`config.mk`:
```
export PLATFORM = sky130hd
export DESIGN_NAME = shift_sequencer
export DESIGN_NICKNAME = d
export VERILOG_FILES = /design/src/rtl/alu_pkg.sv /design/src/rtl/shift_unit.sv /design/src/rtl/shift_sequencer.sv
export SDC_FILE = /design/constraint.sdc
export NUM_CORES = 1
export LEC_CHECK = 0
export BUFFER_PORTS_ARGS = -buffer_cell sky130_fd_sc_hd__buf_2
export CORE_MARGIN = 3
export CORE_UTILIZATION = 35
export DETAILED_ROUTE_END_ITERATION = 10
export PLACE_DENSITY_LB_ADDON = 0.2
export SLEW_MARGIN = 20
export SYNTH_ARGS = -nofsm -noshare
export SYNTH_HDL_FRONTEND = slang
export SYNTH_SLANG_ARGS = --single-unit
```
`constraint.sdc`:
```
create_clock -name clk -period 1.7 [get_ports clk]
set_input_delay 0.085 -clock clk [delete_from_list [all_inputs] [get_ports clk]]
set_output_delay 0.085 -clock clk [all_outputs]
set_load 0.02 [all_outputs]
```
`src/rtl/alu_pkg.sv`:
```
// Shared ALU definitions: datapath width, shift amount width, shift
// operation encoding and the shift sequencer state encoding.
package alu_pkg;

  localparam int WIDTH   = 32;
  localparam int SHAMT_W = $clog2(WIDTH);

  // Encoding 2'b11 is not listed and behaves as LOGICAL.
  typedef enum logic [1:0] {
    LOGICAL = 2'b00,
    ARITH   = 2'b01,
    ROTATE  = 2'b10
  } shift_op_t;

  typedef enum logic [1:0] {
    IDLE  = 2'b00,
    SHIFT = 2'b01,
    DONE  = 2'b10
  } seq_state_t;

endpackage

```
`src/rtl/shift_unit.sv`:
```
// Single-position shift stage. Moves the word one bit left or right and
// chooses the fill bit from the A (arithmetic), R (rotate) and L (logical)
// controls. Arithmetic left is the same as logical left.
module shift_unit #(
  parameter int WIDTH = alu_pkg::WIDTH
) (
  input  logic [WIDTH-1:0] din_i,
  input  logic             a_i,
  input  logic             r_i,
  input  logic             l_i,
  input  logic             drxn_i,
  output logic [WIDTH-1:0] dout_o
);

  logic fill_s;

  // Select the fill bit for the vacated position and form the shifted word.
  always_comb begin
    fill_s = 1'b0;
    dout_o = din_i;
    if (drxn_i) begin
      if (r_i) begin
        fill_s = din_i[0];
      end else if (a_i) begin
        fill_s = din_i[WIDTH-1];
      end else if (l_i) begin
        fill_s = 1'b0;
      end else begin
        fill_s = 1'b0;
      end
      dout_o = {fill_s, din_i[WIDTH-1:1]};
    end else begin
      if (r_i) begin
        fill_s = din_i[WIDTH-1];
      end else begin
        fill_s = 1'b0;
      end
      dout_o = {din_i[WIDTH-2:0], fill_s};
    end
  end

endmodule

```
`src/rtl/shift_sequencer.sv`:
```
// Multi-cycle shift/rotate engine. Latches an operand, amount and control on
// an accepted start, then applies the one-bit shift stage once per clock
// until the amount is used up, and presents the result with a valid pulse.
module shift_sequencer #(
  parameter int WIDTH = alu_pkg::WIDTH
) (
  input  logic                     clk,
  input  logic                     rst_n,
  input  logic                     start,
  input  logic [WIDTH-1:0]         operand,
  input  logic [$clog2(WIDTH)-1:0] amount,
  input  logic [1:0]               op,
  input  logic                     drxn,
  output logic                     ready,
  output logic                     busy,
  output logic                     valid,
  output logic [WIDTH-1:0]         result,
  output logic                     carry
);

  import alu_pkg::*;

  localparam int AW = $clog2(WIDTH);

  seq_state_t       state_q, state_d;
  logic [WIDTH-1:0] work_q, work_d;
  logic [WIDTH-1:0] step_s;
  logic [AW-1:0]    cnt_q, cnt_d;
  logic [1:0]       op_q, op_d;
  logic             drxn_q, drxn_d;
  logic             carry_q, carry_d;
  logic             accept_s;
  logic             arith_s, rot_s, logic_s;
  logic             out_bit_s;

  // Handshake outputs are decoded from the state register only, so there is
  // no combinational path from start to ready.
  assign ready  = (state_q == IDLE) || (state_q == DONE);
  assign busy   = (state_q == SHIFT);
  assign valid  = (state_q == DONE);
  assign result = work_q;
  assign carry  = carry_q;

  assign accept_s = start & ready;

  // Shift stage controls come from the latched op; 2'b11 falls to logical.
  assign arith_s = (op_q == ARITH);
  assign rot_s   = (op_q == ROTATE);
  assign logic_s = ~(arith_s | rot_s);

  // Bit leaving the working register on this step.
  assign out_bit_s = drxn_q ? work_q[0] : work_q[WIDTH-1];

  shift_unit #(
    .WIDTH (WIDTH)
  ) u_shift_unit (
    .din_i  (work_q),
    .a_i    (arith_s),
    .r_i    (rot_s),
    .l_i    (logic_s),
    .drxn_i (drxn_q),
    .dout_o (step_s)
  );

  // Next-state logic: load on accept, step while shifting, count down.
  always_comb begin
    state_d = state_q;
    work_d  = work_q;
    cnt_d   = cnt_q;
    op_d    = op_q;
    drxn_d  = drxn_q;
    carry_d = carry_q;
    case (state_q)
      IDLE, DONE: begin
        if (accept_s) begin
          work_d  = operand;
          cnt_d   = amount;
          op_d    = op;
          drxn_d  = drxn;
          carry_d = 1'b0;
          if (amount == '0) begin
            state_d = DONE;
          end else begin
            state_d = SHIFT;
          end
        end else begin
          state_d = IDLE;
        end
      end
      SHIFT: begin
        work_d  = step_s;
        carry_d = out_bit_s;
        cnt_d   = cnt_q - AW'(1);
        if (cnt_q == AW'(1)) begin
          state_d = DONE;
        end else begin
          state_d = SHIFT;
        end
      end
      default: begin
        state_d = IDLE;
      end
    endcase
  end

  // State and datapath registers; reset discards any operation in flight.
  always_ff @(posedge clk or negedge rst_n) begin
    if (!rst_n) begin
      state_q <= IDLE;
      work_q  <= '0;
      cnt_q   <= '0;
      op_q    <= 2'b00;
      drxn_q  <= 1'b0;
      carry_q <= 1'b0;
    end else begin
      state_q <= state_d;
      work_q  <= work_d;
      cnt_q   <= cnt_d;
      op_q    <= op_d;
      drxn_q  <= drxn_d;
      carry_q <= carry_d;
    end
  end

endmodule

```
Word level (Yosys, flattened, before mapping) --
Index checks and enable logic that the tools add are counted.
Word-level totals: bits of input ports 43, flip-flop bits (word level) 43, word-level logic and storage cells 39
Cells by class: reductions and logical operators 8, $add $sub $neg 1, bitwise operators 1, eq/ne operators 7, mux-type cells 15
Operators with widths (number):
- two-way mux 32 bit | 2
- one-hot mux 32 bit (2 select lines) | 1
- one-hot mux 5 bit (2 select lines) | 1
- two-way mux 2 bit | 3
- equality test 5 x 1 -> 1 bit, second input constant | 1
- zero test 5 bit | 1
- two-way mux 1 bit | 5
- two-way mux 5 bit | 1
- subtractor 5 x 1 -> 5 bit, second input constant | 1
- equality test 2 x 1 -> 1 bit, second input constant | 2
- equality test 2 bit, second input constant | 2
- != test 4 x 3 -> 1 bit, second input constant | 1
- one-hot mux 2 bit (2 select lines) | 1
- AND reduction 2 bit | 2
- AND reduction 3 bit | 1
- zero test 2 bit | 1
- != test 2 bit, second input constant | 1
- one-hot mux 1 bit (2 select lines) | 1
- nonzero test 2 bit | 1
- OR reduction 2 bit | 1
- bitwise AND 1 bit | 1
- logical OR 1 bit | 1

Depth between registers and ports, before layout --
Gate-level depths: netlist (run 1).
depth after elaboration 5, gate-level depth with buffers 5, depth with buffers taken out 5

By module --
Synthesis (run 1) repeated with hierarchy kept, for this count alone.
Unflattened totals: cell total of the unflattened synthesis 275, area, all modules 2616.3 um2
Modules (own cells, without submodules):
- shift_sequencer | instances 1, area an instance 2084.5 um2, cells an instance 234
- shift_unit | instances 1, area an instance 531.8 um2, cells an instance 41

Least setup slack after synthesis (run 1) --
Ideal clock, no wire load.
kind register to register, start reg state_q[1], end reg cnt_q[3], clock period less this slack 1.376 ns, setup time 0.123 ns, arrival time 1.253 ns, path slack 0.324 ns, stages on the path, launching flop included 6, path through dfrtp_1 nand2b_1 buf_4 inv_4 mux2_4 o221a_1
Between the ends: elaborated cells between the ends (all ways) 10
RTL lines:
- from (decl) | line shift_sequencer.sv:25 | seq_state_t state_q, state_d;
- from (signal assigned) | line shift_sequencer.sv:116 | state_q <= state_d;
- equality test 2 x 1 -> 1 bit (*)
- net busy | line shift_sequencer.sv:15 | output logic busy,
- nonzero test 2 bit (no source line)
- AND reduction 2 bit (no source line)
- to (signal assigned) | line shift_sequencer.sv:118 | cnt_q <= cnt_d;
- to (decl) | line shift_sequencer.sv:28 | logic [AW-1:0] cnt_q, cnt_d;
The timed path passes the listed nets; every way through them passes the cells marked *. A chain may end at the register's enable or synchronous reset.

Worst setup path after layout (run 1) --
start reg state_q[1], end reg cnt_q[3]
Between the ends: longest elaborated chain between the ends 5, elaborated cells between the ends (all ways) 10
RTL lines:
- equality test 2 bit or zero test 2 bit (tied branches) | line shift_sequencer.sv:38, shift_sequencer.sv:73
- logical OR 1 bit | line shift_sequencer.sv:38 | assign ready = (state_q == IDLE) || (state_q == DONE);
- bitwise AND 1 bit | line shift_sequencer.sv:44 | assign accept_s = start & ready;
- != test 2 bit (no source line)
- AND reduction 2 bit (no source line)
Parallel ways exist; a longest one is shown, timed or not.

==> flow_summary.json, run 1 <==
{
  "yosysTopAreaCell": "dfrtp_1",
  "syn_inst": 273,
  "outcome": "completed",
  "setup_viol": 0,
  "syn_nets": 318,
  "clk_pin_slew_worst_paths_ps": 80,
  "die_h_um": 89.0,
  "postRouteAntennaNets": 0,
  "drcViolationCount": 0,
  "h-tree-depth": 2,
  "grt_usage": 0.167,
  "cts_sinks": 43,
  "place.port_buffers": 78,
  "crit_fanout": 10,
  "avgSynthCellArea_um2": 8.83,
  "clk_latency_ps": 300,
  "skew_ps": 12.2,
  "hold_violations": 0,
  "yosysSeqAreaShare": 0.447,
  "period_share": 0.842,
  "worstMarginPinSlew_ps": 489,
  "io_pins": 79,
  "gp_congestion": 0.768,
  "areaGrowthSynthToFinish_pct": 24.7,
  "slew_viol_final": 0,
  "p_leak_nw": 1.37,
  "final_common_cell": "buf_2",
  "max_freq_ghz": 0.699,
  "wire_per_inst_um": 14.8,
  "grt_max_degree": 33,
  "drtIter0Drc": 110,
  "initial_core_util": 0.371,
  "grt_pass1_wl_mm": 10.4,
  "wl_mm": 6.30,
  "worstPathArrival_ps": 1610,
  "netlist-cell-type-count": 34,
  "drive_gt1_frac": 0.289,
  "clk_path_buf_depth": 2,
  "post-dp-hpwl_mm": 4.45,
  "vias_per_cell": 5.22,
  "core_region_area_um2": 6490,
  "rsz0062_at_grt": "no",
  "num-nets-final": 393,
  "yosys.area.top_type_share": 0.447,
  "ir_worst_vdd_v": 0.000813,
  "crit_path_start_kind": "flop",
  "layout_common_cells": "buf_2 (78), nand2_1 (71), dfrtp_1 (42)",
  "relSlewSlack": 0.674,
  "crit_type": "reg -> reg",
  "cts-root-buf": "clkbuf_8",
  "post_cts_buffers": 0,
  "synth_area_um2": 2410,
  "end_kind": "flop",
  "fin_crit_ps": 1430,
  "die_area_um2": 7920,
  "p_total_w": 0.00636,
  "drv_cap": 0,
  "grt_pass1_vias": 2154,
  "ys_ff_latch": 43,
  "antenna_cells": 0,
  "setup_tns_ps": 0,
  "antenna_found_initial": 0,
  "gr-total-overflow": 0,
  "cts_buffers": 5,
  "ys_top_cells_by_area": "dfrtp_1 (45%), nand2_1 (11%), a211oi_1 (9.3%)",
  "required_ps": 1880,
  "whs_ps": 2.32,
  "cts_tree": "done",
  "powerDensity_nw_per_um2": 2120,
  "rows": 29,
  "vias": 2225,
  "dr.pass1.iters": 4,
  "die_w_um": 89.0,
  "yosys_warnings": 0,
  "hold_class": "in -> reg"
}
critical path: stages (launching register included):
cell      delay (ps)
dfrtp_1          370
nand2b_2         270
inv_4            150
mux2_4           300
o221a_1          220
worst paths after layout:
kind	slack, ps	from	cells past startpoint	to
worst max-delay path	270	state_q[1]$_DFF_PN0_	4	cnt_q[3]$_DFFE_PN0P_
worst min-delay path	2	drxn	3	drxn_q$_DFFE_PN0P_
min in group asynchronous	270	rst_n	2	result[6]$_DFFE_PN0P_
worst min register to register	510	carry$_DFFE_PN0P_	1	carry$_DFFE_PN0P_
worst max register to register	270	state_q[1]$_DFF_PN0_	4	cnt_q[3]$_DFFE_PN0P_
max in group asynchronous	900	rst_n	3	drxn_q$_DFFE_PN0P_
Yosys cell counts, drive strengths merged:
| cell type | number |
|---|---|
| o221a | 2 |
| dfrtp | 43 |
| o31ai | 1 |
| nor3 | 2 |
| o211ai | 1 |
| nor2b | 32 |
| nand2 | 71 |
| nor2 | 6 |
| and2b | 1 |
| nand4bb | 1 |
| and4b | 1 |
| mux2 | 1 |
| or4 | 1 |
| or3b | 1 |
| clkbuf | 7 |
| inv | 6 |
| a211oi | 30 |
| nand2b | 2 |
| ha | 2 |
| nand3b | 2 |
| a221o | 3 |
| a21oi | 2 |
| o32ai | 1 |
| buf | 16 |
| mux2i | 2 |
| nand4 | 1 |
| nand3 | 1 |
| a211o | 1 |
| o311ai | 1 |
| a31oi | 30 |
| o2bb2ai | 2 |
sequential cells by signal, summed over array words and instances, names as in the netlist:
signal,count
drxn_q,1
op_q,2
state_q,2
carry,1
cnt_q,5
result,32
layer usage:
layer / track usage / up-vias / wire (um)
li1: - / 1126 / -
met1: 0.237 / 1039 / 3120
met2: 0.258 / 54 / 2810
met3: 0.0341 / 6 / 315
met4: 0.0474 / 0 / 59
met5: 0 / - / 0
report_power, final:
part	switching, W	internal (W)	total [W]
Sequential	0.000573	0.00157	0.00215
Clock	0.000365	0.000370	0.000735
Combinational	0.00204	0.00145	0.00348
Total	0.00298	0.00339	0.00636
stage by stage:
step	worst slack, ps	instances	cell area, um2	util
3_3_place_gp	306	415	2870	0.442
6_report	269	426	3010	0.463
5_1_grt	115	426	3010	0.463
3_5_place_dp	275	415	2870	0.442
2_1_floorplan	324	273	2410	-
4_1_cts	255	426	3010	0.463
kinds of logic (layout without fill, tap and decap cells):
kind of cell	after synthesis	count (layout)	share of synthesized area
simple gates	122	122	0.243
compound gates	74	74	0.222
flops	43	43	0.447
buf+inv	29	105	0.0639
mux	3	3	0.0145
fa+ha+maj	2	2	0.0104
cell type report:
| cell class | instances | area (um2) |
|---|---|---|
| timing repair buffer | 91 | 520 |
| clock buffer | 7 | 96.3 |
| tap | 77 | 96.3 |
| multi-input combinational | 201 | 1180 |
| inverter | 6 | 25.0 |
| fill | 663 | 3490 |
| clock inverter | 1 | 7.51 |
| sequential | 43 | 1080 |
timing repair:
action	in CTS	in global routing
resized for setup	0	0
hold endpoints to repair	20	0
hold buffers	3	0
Note: power is estimated with default switching activity, not from simulation.
==> run 2: changes to the inputs <==
- clock period: 1.7 -> 1.2 ns (I/O delays scaled with it)
==> flow_summary.json, run 2 (synthesis gave the netlist of run 1 again) <==
{
  "outcome": "finished, violations left",
  "violations": "setup timing",
  "grt_max_degree": 44,
  "end_kind": "flop",
  "cts-root-buf": "clkbuf_8",
  "drv_cap": 0,
  "grt_pass1_vias": 2212,
  "ir_worst_vdd_v": 0.00122,
  "cts_tree": "done",
  "fin_crit_ps": 1350,
  "clk_path_buf_depth": 2,
  "reg2reg_slack_ps": -150,
  "core_region_area_um2": 6490,
  "fin_ws_ps": -150,
  "crit_path_start_kind": "flop",
  "worstRegToRegCells": 4,
  "gp_congestion": 0.758,
  "grt_pass1_wl_mm": 10.5,
  "gr-total-overflow": 0,
  "hold_violations": 0,
  "reg2reg_from": "state_q[0]$_DFF_PN0_",
  "die_area_um2": 7920,
  "final_common_cell": "buf_2",
  "rows": 29,
  "drtIter0Drc": 124,
  "largest_register_ffs": 32,
  "required_ps": 1380,
  "relSlewSlack": 0.831,
  "setup_viol": 38,
  "antenna_cells": 0,
  "fin_util": 0.535,
  "crit_type": "reg -> reg",
  "worstHoldEndpoint": "result[21]$_DFFE_PN0P_",
  "rsz0062_at_grt": "yes",
  "worstMarginPinSlew_ps": 247,
  "layout_common_cells": "buf_2 (76), nand2_1 (71), dfrtp_1 (42)",
  "drive_gt1_frac": 0.373,
  "post-dp-hpwl_mm": 4.58,
  "wire_per_inst_um": 15.1,
  "drcViolationCount": 0,
  "h-tree-depth": 2,
  "place.port_buffers": 78,
  "die_w_um": 89.0,
  "dr.pass1.iters": 4,
  "initial_core_util": 0.371,
  "powerDensity_nw_per_um2": 3010,
  "holdPathStages": 3,
  "clk_latency_ps": 300,
  "skew_ps": 11.2,
  "vias": 2343,
  "hold_class": "in -> reg",
  "period_share": 1.13,
  "areaGrowthSynthToFinish_pct": 44.1,
  "wl_mm": 6.83,
  "clk_pin_slew_worst_paths_ps": 90,
  "max_freq_ghz": 0.741,
  "postRouteAntennaNets": 0,
  "vias_per_cell": 5.18,
  "cts_buffers": 5,
  "p_leak_nw": 1.58,
  "io_pins": 79,
  "setup_tns_ps": -1490,
  "slew_viol_final": 0,
  "num-nets-final": 419,
  "die_h_um": 89.0,
  "worstPathArrival_ps": 1530,
  "grt_usage": 0.167,
  "min-delay-start": "operand[21]",
  "antenna_found_initial": 0,
  "crit_fanout": 5,
  "timing.rr.end": "cnt_q[1]$_DFFE_PN0P_",
  "cts_sinks": 43
}
## run 2: power by group
group	leakage, nW	switching, W	internal [W]
sequential	0.500	0.000776	0.00223
clock	0.0612	0.000517	0.000674
combinational	1.02	0.00333	0.00292
total	1.58	0.00462	0.00582
## run 2: cell type report
type                    count  area (um2)
clock buffers               6        82.6
clock inverters             2        35.0
fillers                   643        3020
inverters                   6        30.0
multi-input cells         202        1290
flip-flops and latches     43        1080
well taps                  77        96.3
repair buffers            116         862
## run 2: repair_timing
item / 4_1_cts / 5_1_grt
pin swaps: 4 / 7
resized for setup: 15 / 24
setup buffers: 3 / 5
setup endpoints to repair: 43 / 42
hold endpoints to repair: 48 / 0
cloned: 0 / 3
hold buffers: 6 / 0
## run 2: metal layers
layer	vias to the layer above	routed length [um]	global-route usage
li1	1179	-	-
met1	1100	3240	0.231
met2	59	3160	0.272
met3	5	389	0.0350
met4	0	44	0.0365
met5	-	0	0
## run 2: how the worst max path moves through the flow
stage,startpoint,end,cells past startpoint
detailed placement,cnt_q[1]$_DFFE_PN0P_,cnt_q[4]$_DFFE_PN0P_,5
global placement,state_q[0]$_DFF_PN0_,result[24]$_DFFE_PN0P_,4
global route,cnt_q[1]$_DFFE_PN0P_,cnt_q[4]$_DFFE_PN0P_,5
finish,state_q[0]$_DFF_PN0_,cnt_q[1]$_DFFE_PN0P_,4
CTS,cnt_q[0]$_DFFE_PN0P_,cnt_q[4]$_DFFE_PN0P_,5
floorplan,cnt_q[0]$_DFFE_PN0P_,cnt_q[4]$_DFFE_PN0P_,5
## run 2: stage by stage
stage	instances	hold WS (ps)	setup WS (ps)	instance area (um2)	total power, W
after detailed placement	430	36.5	-162	3050	0.00858
final	452	9.79	-150	3470	0.0104
after global routing	452	1.97	-209	3470	0.0113
after CTS	447	0.524	-131	3300	0.0101
after global placement	430	36.5	-112	3050	0.00846
after floorplan	273	-236	-113	2440	0.00672
## run 2: critical path, cell delays in order (launching register included)
cell and delay, ps:
dfrtp_1 430, and2b_4 340, nor2_4 50, buf_6 120, a221o_1 290
